`src/rtl/dense_pkg.sv`:
```
// Shared FSM state type and saturation helper for dense-layer blocks.
package dense_pkg;

    typedef enum logic [1:0] {
        IDLE,
        FETCH,
        DRAIN,
        DONE
    } dense_state_e;

    localparam int SAT_W = 64;

    // Clamp a sign-extended value to the signed range of an ow-bit result.
    function automatic logic signed [SAT_W-1:0] sat_to_ow(
        input logic signed [SAT_W-1:0] v,
        input int unsigned             ow
    );
        logic signed [SAT_W-1:0] hi;
        logic signed [SAT_W-1:0] lo;
        hi = $signed((64'd1 << (ow - 1)) - 64'd1);
        lo = ~hi;
        if (v > hi) begin
            return hi;
        end else if (v < lo) begin
            return lo;
        end else begin
            return v;
        end
    endfunction

endpackage

```
`src/rtl/dense_mac_lane.sv`:
```
// One output neuron: multiply-accumulate, arithmetic shift, saturate.
// Negative results clamp to zero when DENSE_RELU_EN is defined.
module dense_mac_lane
    import dense_pkg::*;
#(
    parameter int DW    = 8,
    parameter int WW    = 8,
    parameter int OW    = 8,
    parameter int ACC_W = 20,
    parameter int SHIFT = 0
) (
    input  logic          clk,
    input  logic          xrst,
    input  logic          clear,
    input  logic          acc_en,
    input  logic          load_y,
    input  logic [DW-1:0] x,
    input  logic [WW-1:0] w,
    output logic [OW-1:0] y
);

    logic signed [ACC_W-1:0] acc_q;
    logic signed [ACC_W-1:0] acc_d;
    logic [OW-1:0]           y_q;
    logic [OW-1:0]           y_d;
    logic [DW+WW-1:0]        prod;
    logic signed [ACC_W-1:0] shifted;
    logic signed [OW-1:0]    sat_res;

    // Operands are sign-extended to product width so the low bits form the exact signed product.
    always_comb begin
        prod    = {{WW{x[DW-1]}}, x} * {{DW{w[WW-1]}}, w};
        acc_d   = acc_q;
        if (clear) begin
            acc_d = '0;
        end else if (acc_en) begin
            acc_d = acc_q + $signed({{(ACC_W-DW-WW){prod[DW+WW-1]}}, prod});
        end
        shifted = acc_q >>> SHIFT;
        sat_res = OW'(sat_to_ow({{(SAT_W-ACC_W){shifted[ACC_W-1]}}, shifted}, OW));
        y_d     = y_q;
        if (load_y) begin
`ifdef DENSE_RELU_EN
            y_d = sat_res[OW-1] ? '0 : sat_res;
`else
            y_d = sat_res;
`endif
        end
    end

    always_ff @(posedge clk) begin
        if (!xrst) begin
            acc_q <= '0;
            y_q   <= '0;
        end else begin
            acc_q <= acc_d;
            y_q   <= y_d;
        end
    end

    assign y = y_q;

endmodule

```
`src/rtl/dense_layer_engine.sv`:
```
// Dense layer: streams DEPTH activation/weight pairs into N_CH parallel MAC lanes.
// Optional ReLU on the outputs is enabled by defining DENSE_RELU_EN.
module dense_layer_engine
    import dense_pkg::*;
#(
    parameter int N_CH  = 16,
    parameter int DEPTH = 16,
    parameter int DW    = 8,
    parameter int WW    = 8,
    parameter int OW    = 8,
    parameter int SHIFT = 0
) (
    input  logic                          clk,
    input  logic                          xrst,
    input  logic                          start,
    output logic                          busy,
    output logic                          finish,
    output logic [$clog2(DEPTH)-1:0]      x_raddr,
    input  logic [DW-1:0]                 x_rdata,
    output logic [N_CH*$clog2(DEPTH)-1:0] w_raddr,
    input  logic [N_CH*WW-1:0]            w_rdata,
    output logic [N_CH*OW-1:0]            y_data
);

    localparam int AW    = $clog2(DEPTH);
    localparam int ACC_W = DW + WW + AW;
    localparam logic [AW-1:0] LAST = AW'(DEPTH - 1);

    dense_state_e  state_q;
    dense_state_e  state_d;
    logic [AW-1:0] cnt_q;
    logic [AW-1:0] cnt_d;
    logic          valid_q;
    logic          valid_d;
    logic          finish_q;
    logic          finish_d;
    logic          clear;
    logic          load_y;
    logic [AW-1:0] addr;

    // valid tracks the one-cycle memory latency: data for an address arrives a cycle later.
    always_comb begin
        state_d  = state_q;
        cnt_d    = cnt_q;
        valid_d  = (state_q == FETCH);
        finish_d = 1'b0;
        clear    = 1'b0;
        load_y   = 1'b0;
        addr     = (state_q == FETCH) ? cnt_q : '0;
        case (state_q)
            IDLE: begin
                if (start) begin
                    state_d = FETCH;
                    cnt_d   = '0;
                    clear   = 1'b1;
                end
            end
            FETCH: begin
                if (cnt_q == LAST) begin
                    state_d = DRAIN;
                    cnt_d   = '0;
                end else begin
                    cnt_d = cnt_q + AW'(1);
                end
            end
            DRAIN: begin
                state_d = DONE;
            end
            DONE: begin
                load_y   = 1'b1;
                finish_d = 1'b1;
                state_d  = IDLE;
            end
            default: begin
                state_d = IDLE;
            end
        endcase
    end

    always_ff @(posedge clk) begin
        if (!xrst) begin
            state_q  <= IDLE;
            cnt_q    <= '0;
            valid_q  <= 1'b0;
            finish_q <= 1'b0;
        end else begin
            state_q  <= state_d;
            cnt_q    <= cnt_d;
            valid_q  <= valid_d;
            finish_q <= finish_d;
        end
    end

    assign x_raddr = addr;
    assign w_raddr = {N_CH{addr}};
    assign finish  = finish_q;
    assign busy    = (state_q != IDLE) || finish_q;

    for (genvar k = 0; k < N_CH; k++) begin : g_lane
        dense_mac_lane #(
            .DW   (DW),
            .WW   (WW),
            .OW   (OW),
            .ACC_W(ACC_W),
            .SHIFT(SHIFT)
        ) u_lane (
            .clk   (clk),
            .xrst  (xrst),
            .clear (clear),
            .acc_en(valid_q),
            .load_y(load_y),
            .x     (x_rdata),
            .w     (w_rdata[k*WW +: WW]),
            .y     (y_data[k*OW +: OW])
        );
    end

endmodule

```
`config.mk`:
```
export PLATFORM = sky130hd
export DESIGN_NAME = dense_layer_engine
export DESIGN_NICKNAME = d
export VERILOG_FILES = /design/src/rtl/dense_pkg.sv /design/src/rtl/dense_mac_lane.sv /design/src/rtl/dense_layer_engine.sv
export SDC_FILE = /design/constraint.sdc
export NUM_CORES = 2
export LEC_CHECK = 0
export ABC_AREA = 1
export CORE_MARGIN = 4
export CORE_UTILIZATION = 64
export DETAILED_ROUTE_END_ITERATION = 8
export PLACE_DENSITY = 0.87
export SKIP_LAST_GASP = 1
export SYNTH_ARGS = -nofsm -noshare
export SYNTH_HDL_FRONTEND = slang
export SYNTH_SLANG_ARGS = --single-unit
```
`constraint.sdc`:
```
create_clock -name clk -period 7.3 [get_ports clk]
set_input_delay 1.46 -clock clk [delete_from_list [all_inputs] [get_ports clk]]
set_output_delay 1.46 -clock clk [all_outputs]
set_load 0.01 [all_outputs]
```
# Yosys cells after proc, flatten, opt, wreduce, memory -nomap -nowiden
# Index checks and enable logic that the tools add are counted.
# Widths: inputs -> output; s select.
[classes]
div_mod_pow = 0
n_reduce_logical = 7
bitwise_logic = 1
n_shift = 0
add_sub_neg = 17
muxes = 42
n_eq_ne = 6
n_lt_le_gt_ge = 32
n_mul = 16
[op_table]
columns = ["operator", "n"]
rows = [
  ["$add 20x16->20", 16],
  ["$gt 20x8->1 const B", 16],
  ["$lt 20x8->1 const B", 16],
  ["$mul 8x8->16", 16],
  ["$mux 8", 32],
  ["$mux 4", 3],
  ["$pmux 2 s4", 1],
  ["$pmux 4 s2", 1],
  ["$add 4x1->4 const B", 1],
  ["$eq 2x2->1 const B", 2],
  ["$eq 4x4->1 const B", 1],
  ["$mux 2", 2],
  ["$reduce_and 2->1", 2],
  ["$reduce_bool 2->1", 2],
  ["$mux 1", 3],
  ["$eq 2x1->1 const B", 1],
  ["$logic_not 2->1", 1],
  ["$ne 2x1->1 const B", 1],
  ["$ne 2x2->1 const B", 1],
  ["$reduce_or 2->1", 1],
  ["$logic_or 1x1->1", 1],
  ["$not 1->1", 1],
]
[word_totals]
latch_bits = 0
out_inout_bits = 198
reg_bits = 456
mem_count = 0
romBits = 0
ramBits = 0
word_cells = 157

# Logic depth before layout (Yosys ltp)
[logic_depth]
depth_word = 3
mapped_depth = 28

# Modules after synthesis
# A second synthesis with hierarchy kept.
[hier_totals]
hier_cells = 10682
hier_area_um2 = 80888.8
[modules_own_cells]
columns = ["mod", "area_each_um2", "cells_per_inst", "instances", "seq_area_each_um2"]
rows = [
  ["dense_mac_lane at g_lane[0].u_lane ...", 5011.1, 662, 9, 560.5],
  ["dense_mac_lane at g_lane[7].u_lane ...", 5003.5, 654, 2, 560.5],
  ["dense_mac_lane at g_lane[4].u_lane ...", 4944.7, 658, 2, 560.5],
  ["dense_mac_lane at g_lane[3].u_lane", 4999.8, 656, 1, 560.5],
  ["dense_mac_lane at g_lane[9].u_lane", 4959.8, 650, 1, 560.5],
  ["dense_mac_lane at g_lane[6].u_lane", 4948.5, 650, 1, 560.5],
  ["dense_layer_engine", 984.7, 144, 1, 160.2],
]

# Worst setup path before layout
# OpenSTA, ideal clock, no wires.
[synth_timing]
path_kind = "in2reg"
from = "in x_rdata[7]"
to = "reg g_lane[10].u_lane.acc_q[19]"
slack_ps = 1191
setup_time_ps = 109
t_arrival_ps = 6001
n_path_buf = 2
cell_stages = 22
cell_sequence = "clkbuf_1 > clkbuf_1 > nand2_1 > inv_1 > fa_1 > fa_1 > fa_1 > inv_1 > fa_1 > inv_1 > ha_1 > ha_1 > nand2_1 > inv_1 > a21oi_1 > nand2_1 > nand2_1 > nand2_1 > nand3_1 > nand3_1 > nand2_1 > inv_1"
[synth_between]
elab_chain_len = 2
[synth_lines]
columns = ["element", "line", "rtl"]
rows = [
  ["from (decl)", "dense_layer_engine.sv:19", "input logic [DW-1:0] x_rdata,"],
  ["$mul 8x8->16", "dense_mac_lane.sv:32", "prod = {{WW{x[DW-1]}}, x} * {{DW{w[WW-1]}}, w};"],
  ["$add 20x16->20", "dense_mac_lane.sv:37", "acc_d = acc_q + $signed({{(ACC_W-DW-WW){prod[DW+WW-1]}}, prod});"],
  ["to (signal assigned)", "dense_mac_lane.sv:53", "acc_q <= '0;"],
  ["to (signal assigned)", "dense_mac_lane.sv:56", "acc_q <= acc_d;"],
  ["to (decl)", "dense_mac_lane.sv:22", "logic signed [ACC_W-1:0] acc_q;"],
]
# No other way between the ends.
# A chain may end at the register's enable or synchronous reset.

# Worst setup path after layout
[layout_timing]
from = "in x_rdata[7]"
to = "reg g_lane[0].u_lane.acc_q[18]"
[layout_between]
elab_chain_len = 2
[layout_lines]
columns = ["element", "line"]
rows = [
  ["$mul 8x8->16", "dense_mac_lane.sv:32"],
  ["$add 20x16->20", "dense_mac_lane.sv:37"],
  ["to (signal assigned)", "dense_mac_lane.sv:53"],
  ["to (signal assigned)", "dense_mac_lane.sv:56"],
  ["to (decl)", "dense_mac_lane.sv:22"],
]
# No other way between the ends.

==> load_flow_metrics.sql <==
INSERT INTO impl_metrics (metric_group, metric, value, unit) VALUES
('run_status', 'outcome', 'finished clean', ''),
('drt', 'drt_drc_violations_left', '0', ''),
('logic_synthesis', 'synthesis.nets', '12850', ''),
('worst_setup_path', 'regToRegEndpoint', 'g_lane[6].u_lane.acc_q[14]', ''),
('drt', 'route.vias.total', '66980', ''),
('logic_synthesis', 'asyncSetResetFlopFracSynth', '0', '%'),
('worst_setup_path', 'critical_path_arrival', '6.69', 'ns'),
('final_layout', 'multi_input_area', '58130', 'um2'),
('worst_setup_path', 'worst_setup_path_start_kind', 'primary input', ''),
('worst_setup_path', 'worst-r2r-setup-slack', '2.73', 'ns'),
('clocking', 'clk_transition_reported_paths', '0.06', 'ns'),
('logic_synthesis', 'synth_compound_gate_area_share', '5.598', '%'),
('clocking', 'clock_tree.htree_level_count', '2', ''),
('worst_setup_path', 'critPathLaunch', 'x_rdata[7]', ''),
('logic_synthesis', 'synth_top_family_by_area', 'adder cells', ''),
('worst_setup_path', 'cp-end-kind', 'flip-flop', ''),
('logic_synthesis', 'synth_simple_gate_area_share', '19.16', '%'),
('floorplanning', 'die_area', '130300', 'um2'),
('logic_synthesis', 'post_synth_num_cell_types', '35', ''),
('clocking', 'cts_resized', '0', ''),
('timing', 'max-slew-margin-rel', '32.99', '%'),
('global_route', 'grt_antenna_before_repair', '17', ''),
('global_route', 'grt_util_all_layers', '32.62', '%'),
('global_route', 'grt_overflow', '0', ''),
('floorplanning', 'die_height', '361', 'um'),
('timing', 'transition_at_the_pin_with_the_smallest_max_transition_slack', '1.005', 'ns'),
('logic_synthesis', 'syn-cell-area', '79750', 'um2'),
('worst_setup_path', 'critPathSlowestCell', 'sky130_fd_sc_hd__inv_1', ''),
('drt', 'post_drt_via_cell_ratio', '5.447', ''),
('hold_path', 'timing.hold.worst.start', 'g_lane[7].u_lane.acc_q[5]', ''),
('drt', 'firstDrtPassIters', '6', ''),
('logic_synthesis', 'commonest_cells_in_the_netlist', 'sky130_fd_sc_hd__inv_1, sky130_fd_sc_hd__nand2_1, sky130_fd_sc_hd__fa_1', ''),
('power', 'irDropWorstVdd', '0.0003491', 'V'),
('timing', 'fin_tns_setup', '0', 'ns'),
('logic_synthesis', 'synthCells', '10560', ''),
('global_route', 'wire_length_of_the_first_global_routing_pass', '347600', 'um'),
('logic_synthesis', 'post_synth_mux_area_share', '0', '%'),
('power', 'pwr_density_cell', '457.0', 'nW/um2'),
('timing', 'finalSetupViolations', '0', ''),
('floorplanning', 'std_cell_rows', '129', ''),
('hold_path', 'worstHoldPathType', 'reg -> reg', ''),
('timing', 'fraction_of_the_cycle_the_final_worst_path_needs', '84.07', '%'),
('clocking', 'cts_sinks', '456', ''),
('timing', 'grt_setup_unrepaired', 'no', ''),
('logic_synthesis', 'postSynth.topFlopCell', 'sky130_fd_sc_hd__dfxtp_1', ''),
('global_route', 'pin_count_of_the_biggest_net_entering_global_routing', '166', ''),
('logic_synthesis', 'yosysTopAreaCellShare', '35.34', '%'),
('power', 'leakagePower', '49.10', 'nW'),
('timing', 'clock_skew', '0.03555', 'ns'),
('logic_synthesis', 'synthMostInstantiatedCell', 'sky130_fd_sc_hd__inv_1', ''),
('timing', 'post-route-min-period', '6.137', 'ns'),
('place', 'dp_hpwl', '163400', 'um'),
('clocking', 'cts.path.max_buffers', '3', ''),
('floorplanning', 'initial_standard_cell_utilization_of_the_core', '64.42', '%'),
('worst_setup_path', 'criticalPathCategory', 'in -> reg', ''),
('timing', 'maxClockFrequency', '162.9', 'MHz'),
('floorplanning', 'number_of_top_level_pins', '337', ''),
('hold_path', 'min_delay_path_depth', '2', ''),
('clocking', 'cts_hold_repair.buffers', '0', ''),
('final_layout', 'ff_latch_area', '9133', 'um2'),
('logic_synthesis', 'synth.yosys.seq_area_share', '11.45', '%'),
('run', 'maxCapViolCount', '0', ''),
('logic_synthesis', 'synth_enable_flop_cells', '0', ''),
('worst_setup_path', 'ff2ff_path_depth', '20', ''),
('timing', 'finalHoldWorstSlack', '0.4590', 'ns'),
('worst_setup_path', 'reg2reg_from', 'g_lane[6].u_lane.acc_q[6]', ''),
('place', 'portBuffers', '336', ''),
('timing', 'hold_viol_final', '0', ''),
('clocking', 'cts_root_buffer', 'sky130_fd_sc_hd__clkbuf_16', ''),
('floorplanning', 'die_x', '361', 'um'),
('final_layout', 'layout.filler_cells', '9709', '');
## routing by layer
layer  vias up  GRT usage, %  share of wire (%)
met3       603         6.976                9.5
met5         -             0              0.032
met2      2865         55.69                 48
li1      31100             -                  -
met1     32410         40.70                 38
met4        10         12.88                4.1
## critical path: cells and delay by family
family          cells  cell delay, ns
fa+ha+maj           6            2.49
compound gates      3            0.70
buf+inv             6            1.57
simple gates        5            0.42
## layout make-up
| type | instances | share of cell area (%) |
|---|---|---|
| antenna | 14 | 0.04082 |
| clock buffer | 75 | 1.921 |
| clock inverter | 34 | 0.4461 |
| inverter | 2772 | 12.15 |
| multi-input combinational | 6906 | 67.73 |
| sequential | 456 | 10.64 |
| tap | 1637 | 2.386 |
| timing repair buffer | 402 | 4.682 |
## metrics by stage
step	power, mW	util (%)	instances	cell area, um2
final	39.22	69.33	12300	85830
after global routing	44.21	69.31	12290	85800
after CTS	38.96	69.30	12280	85790
after detailed placement	35.39	67.66	12170	83760
after global placement	34.15	67.66	12170	83760
after floorplan	27.97	-	10560	79750
## layout by cell type, fill, tap and decap left out, drive strengths merged, types with 31 or more instances in the layout
cell type	count
a21oi	592
fa	1408
nor2	458
nor4	40
nand4	71
buf	74
clkdlybuf4s50	328
inv	2756
nand2	2708
nor3	63
dfxtp	456
nand3	417
ha	741
clkinv	37
o21ai	199
clkbuf	75
xor2	84
o21a	31
## kinds of logic after synthesis
family	after synthesis
xor gates and xnor gates	106
buffers and inverters	3200
DFF	456
and+or+nand+nor	3799
AOI/OAI and AO/OA	852
adders and majority gates	2149
## how the worst max path moves through the flow
stage	end	slack, ns	cells past startpoint
floorplan	g_lane[10].u_lane.acc_q[19]	1.19	22
global placement	g_lane[14].u_lane.acc_q[18]	0.61	20
detailed placement	g_lane[14].u_lane.acc_q[18]	0.53	20
CTS	g_lane[14].u_lane.acc_q[18]	1.23	20
global route	g_lane[14].u_lane.acc_q[14]	0.83	19
finish	g_lane[0].u_lane.acc_q[18]	1.16	20
## sequential cells by signal, summed over array words and instances, names as in the netlist
name / flops
cnt_q: 4
finish: 1
g_lane.u_lane.acc_q: 320
g_lane.u_lane.y: 128
state_q: 2
valid_q: 1
## where the power goes
part,switching (mW),internal [mW]
clock network,1.34,1.84
registers,0.493,2.92
logic,20.4,12.3
total,22.2,17.0
(Power assumes the default switching activity.)
